<file path="config.mk">
export PLATFORM = sky130hd
export DESIGN_NAME = toy_regfile_wb_arbiter_flat
export DESIGN_NICKNAME = d
export VERILOG_FILES = /design/src/rtl/toy_regfile_wb_arbiter_if.sv /design/src/rtl/toy_regfile_wb_arbiter.sv /design/src/flat_wrapper.sv
export SDC_FILE = /design/constraint.sdc
export NUM_CORES = 1
export LEC_CHECK = 0
export ABC_AREA = 1
export CELL_PAD_IN_SITES_DETAIL_PLACEMENT = 1
export CELL_PAD_IN_SITES_GLOBAL_PLACEMENT = 1
export CORE_MARGIN = 2
export CORE_UTILIZATION = 45
export CTS_CLUSTER_DIAMETER = 100
export DETAILED_ROUTE_END_ITERATION = 12
export DONT_BUFFER_PORTS = 1
export GPL_ROUTABILITY_DRIVEN = 0
export HOLD_SLACK_MARGIN = 0.02
export PLACE_DENSITY = 0.85
export SLEW_MARGIN = 20
export SYNTH_ARGS = -nofsm -noshare
export SYNTH_HDL_FRONTEND = slang
export SYNTH_SLANG_ARGS = --single-unit
</file>
<file path="constraint.sdc">
create_clock -name clk -period 10.5 [get_ports clk]
set_input_delay 1.575 -clock clk [delete_from_list [all_inputs] [get_ports clk]]
set_output_delay 1.575 -clock clk [all_outputs]
set_load 0.03 [all_outputs]
</file>
<file path="src/rtl/toy_regfile_wb_arbiter_if.sv">
`default_nettype none
// +------------------------------------------------------------------+
// | Module   : toy_regfile_wb_arbiter_if                             |
// | Brief    : Writeback request bus from EUs/load/CSR to arbiter.   |
// | Revision : 1.0                                                   |
// +------------------------------------------------------------------+
interface toy_regfile_wb_arbiter_if #(
    parameter int REQ_NUM          = 6,
    parameter int PHY_REG_ID_WIDTH = 6,
    parameter int REG_WIDTH        = 32
);
    logic [REQ_NUM-1:0]                       v_req_vld;
    logic [REQ_NUM-1:0][PHY_REG_ID_WIDTH-1:0] v_req_index;
    logic [REQ_NUM-1:0][REG_WIDTH-1:0]        v_req_data;
    logic [REQ_NUM-1:0]                       v_req_rdy;

    modport master (
        output v_req_vld,
        output v_req_index,
        output v_req_data,
        input  v_req_rdy
    );

    modport slave (
        input  v_req_vld,
        input  v_req_index,
        input  v_req_data,
        output v_req_rdy
    );
endinterface
`default_nettype wire

</file>
<file path="src/rtl/toy_regfile_wb_arbiter.sv">
`default_nettype none
// +------------------------------------------------------------------+
// | Module   : toy_regfile_wb_arbiter                                |
// | Brief    : Round-robin packing of writeback requests onto the    |
// |            physical regfile write ports, with reg-0 filtering.   |
// | Revision : 1.0                                                   |
// +------------------------------------------------------------------+
module toy_regfile_wb_arbiter #(
    parameter int REQ_NUM          = 6,
    parameter int WR_PORT_NUM      = 4,
    parameter int MODE             = 0,
    parameter int PHY_REG_ID_WIDTH = 6,
    parameter int REG_WIDTH        = 32
) (
    input  logic                                       clk,
    input  logic                                       rst_n,
    toy_regfile_wb_arbiter_if.slave                    req_if,
    input  logic                                       wb_stall,
    output logic [WR_PORT_NUM-1:0]                     v_wr_en,
    output logic [WR_PORT_NUM-1:0][PHY_REG_ID_WIDTH-1:0] v_wr_reg_index,
    output logic [WR_PORT_NUM-1:0][REG_WIDTH-1:0]      v_wr_reg_data,
    output logic [31:0]                                wr_cnt,
    output logic [31:0]                                drop_cnt
);
    localparam int c_ptr_w  = (REQ_NUM > 1) ? $clog2(REQ_NUM) : 1;
    localparam int c_sum_w  = c_ptr_w + 1;
    localparam int c_port_w = (WR_PORT_NUM > 1) ? $clog2(WR_PORT_NUM) : 1;
    localparam int c_cnt_w  = $clog2(REQ_NUM + 1);

    logic [c_ptr_w-1:0]                           rr_ptr_q, rr_ptr_d;
    logic [WR_PORT_NUM-1:0]                       wr_en_q, wr_en_d;
    logic [WR_PORT_NUM-1:0][PHY_REG_ID_WIDTH-1:0] wr_idx_q, wr_idx_d;
    logic [WR_PORT_NUM-1:0][REG_WIDTH-1:0]        wr_data_q, wr_data_d;
    logic [31:0]                                  wr_cnt_q, wr_cnt_d;
    logic [31:0]                                  drop_cnt_q, drop_cnt_d;

    logic [REQ_NUM-1:0]  is_drop;
    logic [REQ_NUM-1:0]  rdy;
    logic [c_cnt_w-1:0]  grant_cnt;
    logic [c_cnt_w-1:0]  drop_num;
    logic [c_ptr_w-1:0]  last_grant;
    logic [c_sum_w-1:0]  scan_sum;
    logic [c_ptr_w-1:0]  scan_pos;
    logic [c_port_w-1:0] port_sel;
    logic [32:0]         wr_sum;
    logic [32:0]         drop_sum;

    // Reg-0 writes in INT mode are acknowledged but never reach a port.
    always_comb begin
        is_drop = '0;
        for (int i = 0; i < REQ_NUM; i++) begin
            if (MODE == 0 && req_if.v_req_vld[i] && req_if.v_req_index[i] == '0) begin
                is_drop[i] = 1'b1;
            end
        end
    end

    always_comb begin
        rdy        = '0;
        grant_cnt  = '0;
        drop_num   = '0;
        last_grant = rr_ptr_q;
        scan_sum   = '0;
        scan_pos   = '0;
        port_sel   = '0;
        wr_en_d    = '0;
        wr_idx_d   = wr_idx_q;
        wr_data_d  = wr_data_q;
        if (rst_n && !wb_stall) begin
            for (int s = 0; s < REQ_NUM; s++) begin
                scan_sum = {1'b0, rr_ptr_q} + c_sum_w'(s);
                if (scan_sum >= c_sum_w'(REQ_NUM)) begin
                    scan_sum = scan_sum - c_sum_w'(REQ_NUM);
                end
                scan_pos = scan_sum[c_ptr_w-1:0];
                if (is_drop[scan_pos]) begin
                    rdy[scan_pos] = 1'b1;
                    drop_num      = drop_num + c_cnt_w'(1);
                end else if (req_if.v_req_vld[scan_pos] && grant_cnt < c_cnt_w'(WR_PORT_NUM)) begin
                    port_sel            = grant_cnt[c_port_w-1:0];
                    rdy[scan_pos]       = 1'b1;
                    wr_en_d[port_sel]   = 1'b1;
                    wr_idx_d[port_sel]  = req_if.v_req_index[scan_pos];
                    wr_data_d[port_sel] = req_if.v_req_data[scan_pos];
                    last_grant          = scan_pos;
                    grant_cnt           = grant_cnt + c_cnt_w'(1);
                end
            end
        end

        // Next scan starts just past the last winner; drops never move it.
        rr_ptr_d = rr_ptr_q;
        if (grant_cnt != '0) begin
            rr_ptr_d = (last_grant == c_ptr_w'(REQ_NUM - 1)) ? '0 : last_grant + c_ptr_w'(1);
        end

        wr_sum     = {1'b0, wr_cnt_q} + 33'(grant_cnt);
        drop_sum   = {1'b0, drop_cnt_q} + 33'(drop_num);
        wr_cnt_d   = wr_sum[32] ? '1 : wr_sum[31:0];
        drop_cnt_d = drop_sum[32] ? '1 : drop_sum[31:0];
    end

    always_ff @(posedge clk or negedge rst_n) begin
        if (!rst_n) begin
            rr_ptr_q   <= '0;
            wr_en_q    <= '0;
            wr_idx_q   <= '0;
            wr_data_q  <= '0;
            wr_cnt_q   <= '0;
            drop_cnt_q <= '0;
        end else begin
            rr_ptr_q   <= rr_ptr_d;
            wr_en_q    <= wr_en_d;
            wr_idx_q   <= wr_idx_d;
            wr_data_q  <= wr_data_d;
            wr_cnt_q   <= wr_cnt_d;
            drop_cnt_q <= drop_cnt_d;
        end
    end

    assign req_if.v_req_rdy = rdy;
    assign v_wr_en          = wr_en_q;
    assign v_wr_reg_index   = wr_idx_q;
    assign v_wr_reg_data    = wr_data_q;
    assign wr_cnt           = wr_cnt_q;
    assign drop_cnt         = drop_cnt_q;
endmodule
`default_nettype wire

</file>
<file path="src/flat_wrapper.sv">
// flat-port wrapper written by rule: the top's interface ports become plain ports
module toy_regfile_wb_arbiter_flat 
#(
    parameter int REQ_NUM          = 6,
    parameter int WR_PORT_NUM      = 4,
    parameter int MODE             = 0,
    parameter int PHY_REG_ID_WIDTH = 6,
    parameter int REG_WIDTH        = 32
)
  (clk, rst_n, wb_stall, v_wr_en, v_wr_reg_index, v_wr_reg_data, wr_cnt, drop_cnt, req_if_v_req_vld, req_if_v_req_index, req_if_v_req_data, req_if_v_req_rdy);
  toy_regfile_wb_arbiter_if #(.REQ_NUM(REQ_NUM), .PHY_REG_ID_WIDTH(PHY_REG_ID_WIDTH), .REG_WIDTH(REG_WIDTH)) req_if_i ();
  input  logic clk;
  input  logic rst_n;
  input  logic wb_stall;
  output logic [WR_PORT_NUM-1:0] v_wr_en;
  output logic [WR_PORT_NUM-1:0][PHY_REG_ID_WIDTH-1:0] v_wr_reg_index;
  output logic [WR_PORT_NUM-1:0][REG_WIDTH-1:0] v_wr_reg_data;
  output logic [31:0] wr_cnt;
  output logic [31:0] drop_cnt;
  input wire logic [$bits(req_if_i.v_req_vld)-1:0] req_if_v_req_vld;
  input wire logic [$bits(req_if_i.v_req_index)-1:0] req_if_v_req_index;
  input wire logic [$bits(req_if_i.v_req_data)-1:0] req_if_v_req_data;
  output wire logic [$bits(req_if_i.v_req_rdy)-1:0] req_if_v_req_rdy;
  assign req_if_i.v_req_vld = req_if_v_req_vld;
  assign req_if_i.v_req_index = req_if_v_req_index;
  assign req_if_i.v_req_data = req_if_v_req_data;
  assign req_if_v_req_rdy = req_if_i.v_req_rdy;
  toy_regfile_wb_arbiter #(.REQ_NUM(REQ_NUM), .WR_PORT_NUM(WR_PORT_NUM), .MODE(MODE), .PHY_REG_ID_WIDTH(PHY_REG_ID_WIDTH), .REG_WIDTH(REG_WIDTH)) u_core (.clk(clk), .rst_n(rst_n), .req_if(req_if_i), .wb_stall(wb_stall), .v_wr_en(v_wr_en), .v_wr_reg_index(v_wr_reg_index), .v_wr_reg_data(v_wr_reg_data), .wr_cnt(wr_cnt), .drop_cnt(drop_cnt));
endmodule
</file>
==> flow_summary.ini <==
[status]
status = completed

[layout]
design_area_um2 = 26600
synthToLayoutAreaGrowth_pct = 4.405
layout_commonest_cell = nand2_1
final_cell_mix = nand2_1 (1271), o21ai_0 (521), inv_1 (477)
drive_gt1_frac = 0.05416
nFillCells = 8022
finalNetCount = 4432

[sta]
hold_viol = 0
rsz0062_at_grt = no
hold_ws_ps = 693.4
setup_violations = 0
fin_crit_sh = 0.9115
slew_violations = 0
fin_worst_skew_ps = 18.67
finalCriticalPeriod_ps = 9571
relSlewSlack = 0.08209
clock.fmax_mhz = 104.5
worst_pin_slew_ps = 1371
tns_ps = 0

[route]
wl_per_cell_um = 27.28
drtIter0Drc = 3307
wl_um = 134500
drcViolationCount = 0
via_per_inst = 6.603
dr_total_vias = 32550
dr.pass1.iters = 6
antenna_left = 0

[clocking]
clk_path_buf_depth = 3
htreeDepth = 1
cts-root-buf = clkbuf_16
clock_sinks = 223
insertion_delay_ps = 580
cts_tree = built
holdBufCountCts = 0
cts_inserted_buffers = 26
clkTransAtPathRegs_ps = 70

[setup_path]
crit_top_cell = nand2_1
critical-path-top-delay-family = simple AND/OR/NAND/NOR gates
ff2ff_setup_slack_ps = 930
required_ps = 10990
path_class = reg2reg
cp.depth = 50
slowest_delay_ps = 710
arrival_ps = 10060
crit_buf_inv = 10
path_max_fanout = 39
critPathSlowestCell = inv_2
critPathLaunchType = flip-flop
worstSetupEndpointType = flip-flop
r2r_cells = 50

[floorplan]
die-area_um2 = 58540
rows = 87
core-area_um2 = 56170
start_util = 0.4536
io_pins = 463
die_h_um = 241.9
die_w_um = 241.9

[logic_synthesis]
synth_nets = 4658
synth_async_sr_flop_share = 1.000
synth_edf_count = 0
ys_ff_latch = 223
yosys_most_used_dff = dfrtp_1
synthesis.instances = 4384
yosysWarnings = 0
ys_seq_area_frac = 0.2190
syn_area_um2 = 25480
synth.distinct_cells = 62
synth.avg_cell_area_um2 = 5.811

[flow_run]
maxCapViolations = 0

[global_routing]
grt_pass1_wl_um = 202100
antenna_found_initial = 4
grt_usage = 0.4499
grt_overflow_total = 0
grt_pass1_vias = 32480
grt_start_max_net_pins = 231

[hold_path]
hold_path.class = in2async

[placed_design]
port_buffers = 0
dpl.hpwl_um = 96510
placed_area_um2 = 25490
-- per-stage QoR --
step	util	std cells	worst slack [ps]
floorplan	-	4384	2175
global placement	0.4538	4869	1360
detailed placement	0.4538	4870	743.3
CTS	0.4684	4913	504.9
global route	0.4735	4929	115.4
finish	0.4736	4930	929.4
-- state kept, by name, indices dropped and copies added, names as in the netlist --
name	cells
u_core.drop_cnt	32
u_core.rr_ptr_q	3
u_core.v_wr_en	4
u_core.v_wr_reg_data	128
u_core.v_wr_reg_index	24
u_core.wr_cnt	32
-- cell usage after synthesis (all sizes together) (28+ instances only) --
master | number | share of area
nand2 | 1287 | 0.19
o21ai | 748 | 0.15
inv | 496 | 0.073
nor2 | 280 | 0.043
a21oi | 249 | 0.049
dfrtp | 223 | 0.22
clkbuf | 212 | 0.031
nand3 | 207 | 0.042
o211ai | 175 | 0.054
buf | 104 | 0.022
a221oi | 62 | 0.021
o21a | 52 | 0.015
a22oi | 37 | 0.011
ha | 35 | 0.017
nor3 | 28 | 0.0063
-- routing by layer --
layer / share of wire / global-route usage / wire length, um
met3: 0.099 / 0.1563 / 13260
met5: 0.00010 / 0 / 14
met1: 0.33 / 0.4569 / 43840
met4: 0.13 / 0.4506 / 17220
met2: 0.45 / 0.7114 / 60140
-- cell families (layout without fill, tap and decap cells) --
family / after synthesis / count (layout) / share of synthesized area
XOR/XNOR: 32 / 32 / 0.01100
buffers and inverters: 816 / 605 / 0.1271
other: 0 / 1 / 0
AO/OA/AOI/OAI: 1413 / 1413 / 0.3254
adder cells (fa/ha/maj): 37 / 37 / 0.01876
AND/OR/NAND/NOR: 1863 / 1863 / 0.2987
flip-flops: 223 / 223 / 0.2190
-- worst register-to-register path: cells and delay by family, from the launching register on --
kind                       cells  cell delay [ps]
and+or+nand+nor               32             4640
buffers and inverters         10             2130
AOI/OAI and AO/OA              3              670
adders and majority gates      5             1550
DFF                            1              530
-- timing repair --
| action | 4_1_cts | 5_1_grt |
|---|---|---|
| setup buffers | 0 | 1 |
| setup endpoints to repair | 0 | 8 |
| gates resized for setup | 0 | 7 |
| endpoints found under the hold margin | 0 | 0 |
-- path summary, 6_finish.rpt --
kind / start / to
setup reg to reg: u_core.rr_ptr_q[1] / u_core.wr_cnt[28]
setup / recovery: u_core.rr_ptr_q[1] / u_core.wr_cnt[28]
hold reg to reg: u_core.rr_ptr_q[1] / u_core.rr_ptr_q[1]
min in group clk: u_core.rr_ptr_q[1] / u_core.rr_ptr_q[1]
hold / removal: rst_n / u_core.v_wr_reg_data[18]
max in group asynchronous: rst_n / u_core.rr_ptr_q[0]
-- final cells by class --
type,count,area (um^2),share of cell area
timing repair buffer,62,499.2,0.01877
multi-input combinational,3345,16860,0.6338
inverter,500,1893,0.07117
tap,756,945.9,0.03556
antenna,1,2.502,0.00009408
clock inverter,4,45.04,0.001693
clock buffer,39,770.7,0.02898
sequential,223,5585,0.2100
Power is not shown: default switching activity piles up to over one toggle a cycle in this logic, so the estimate is an artifact.
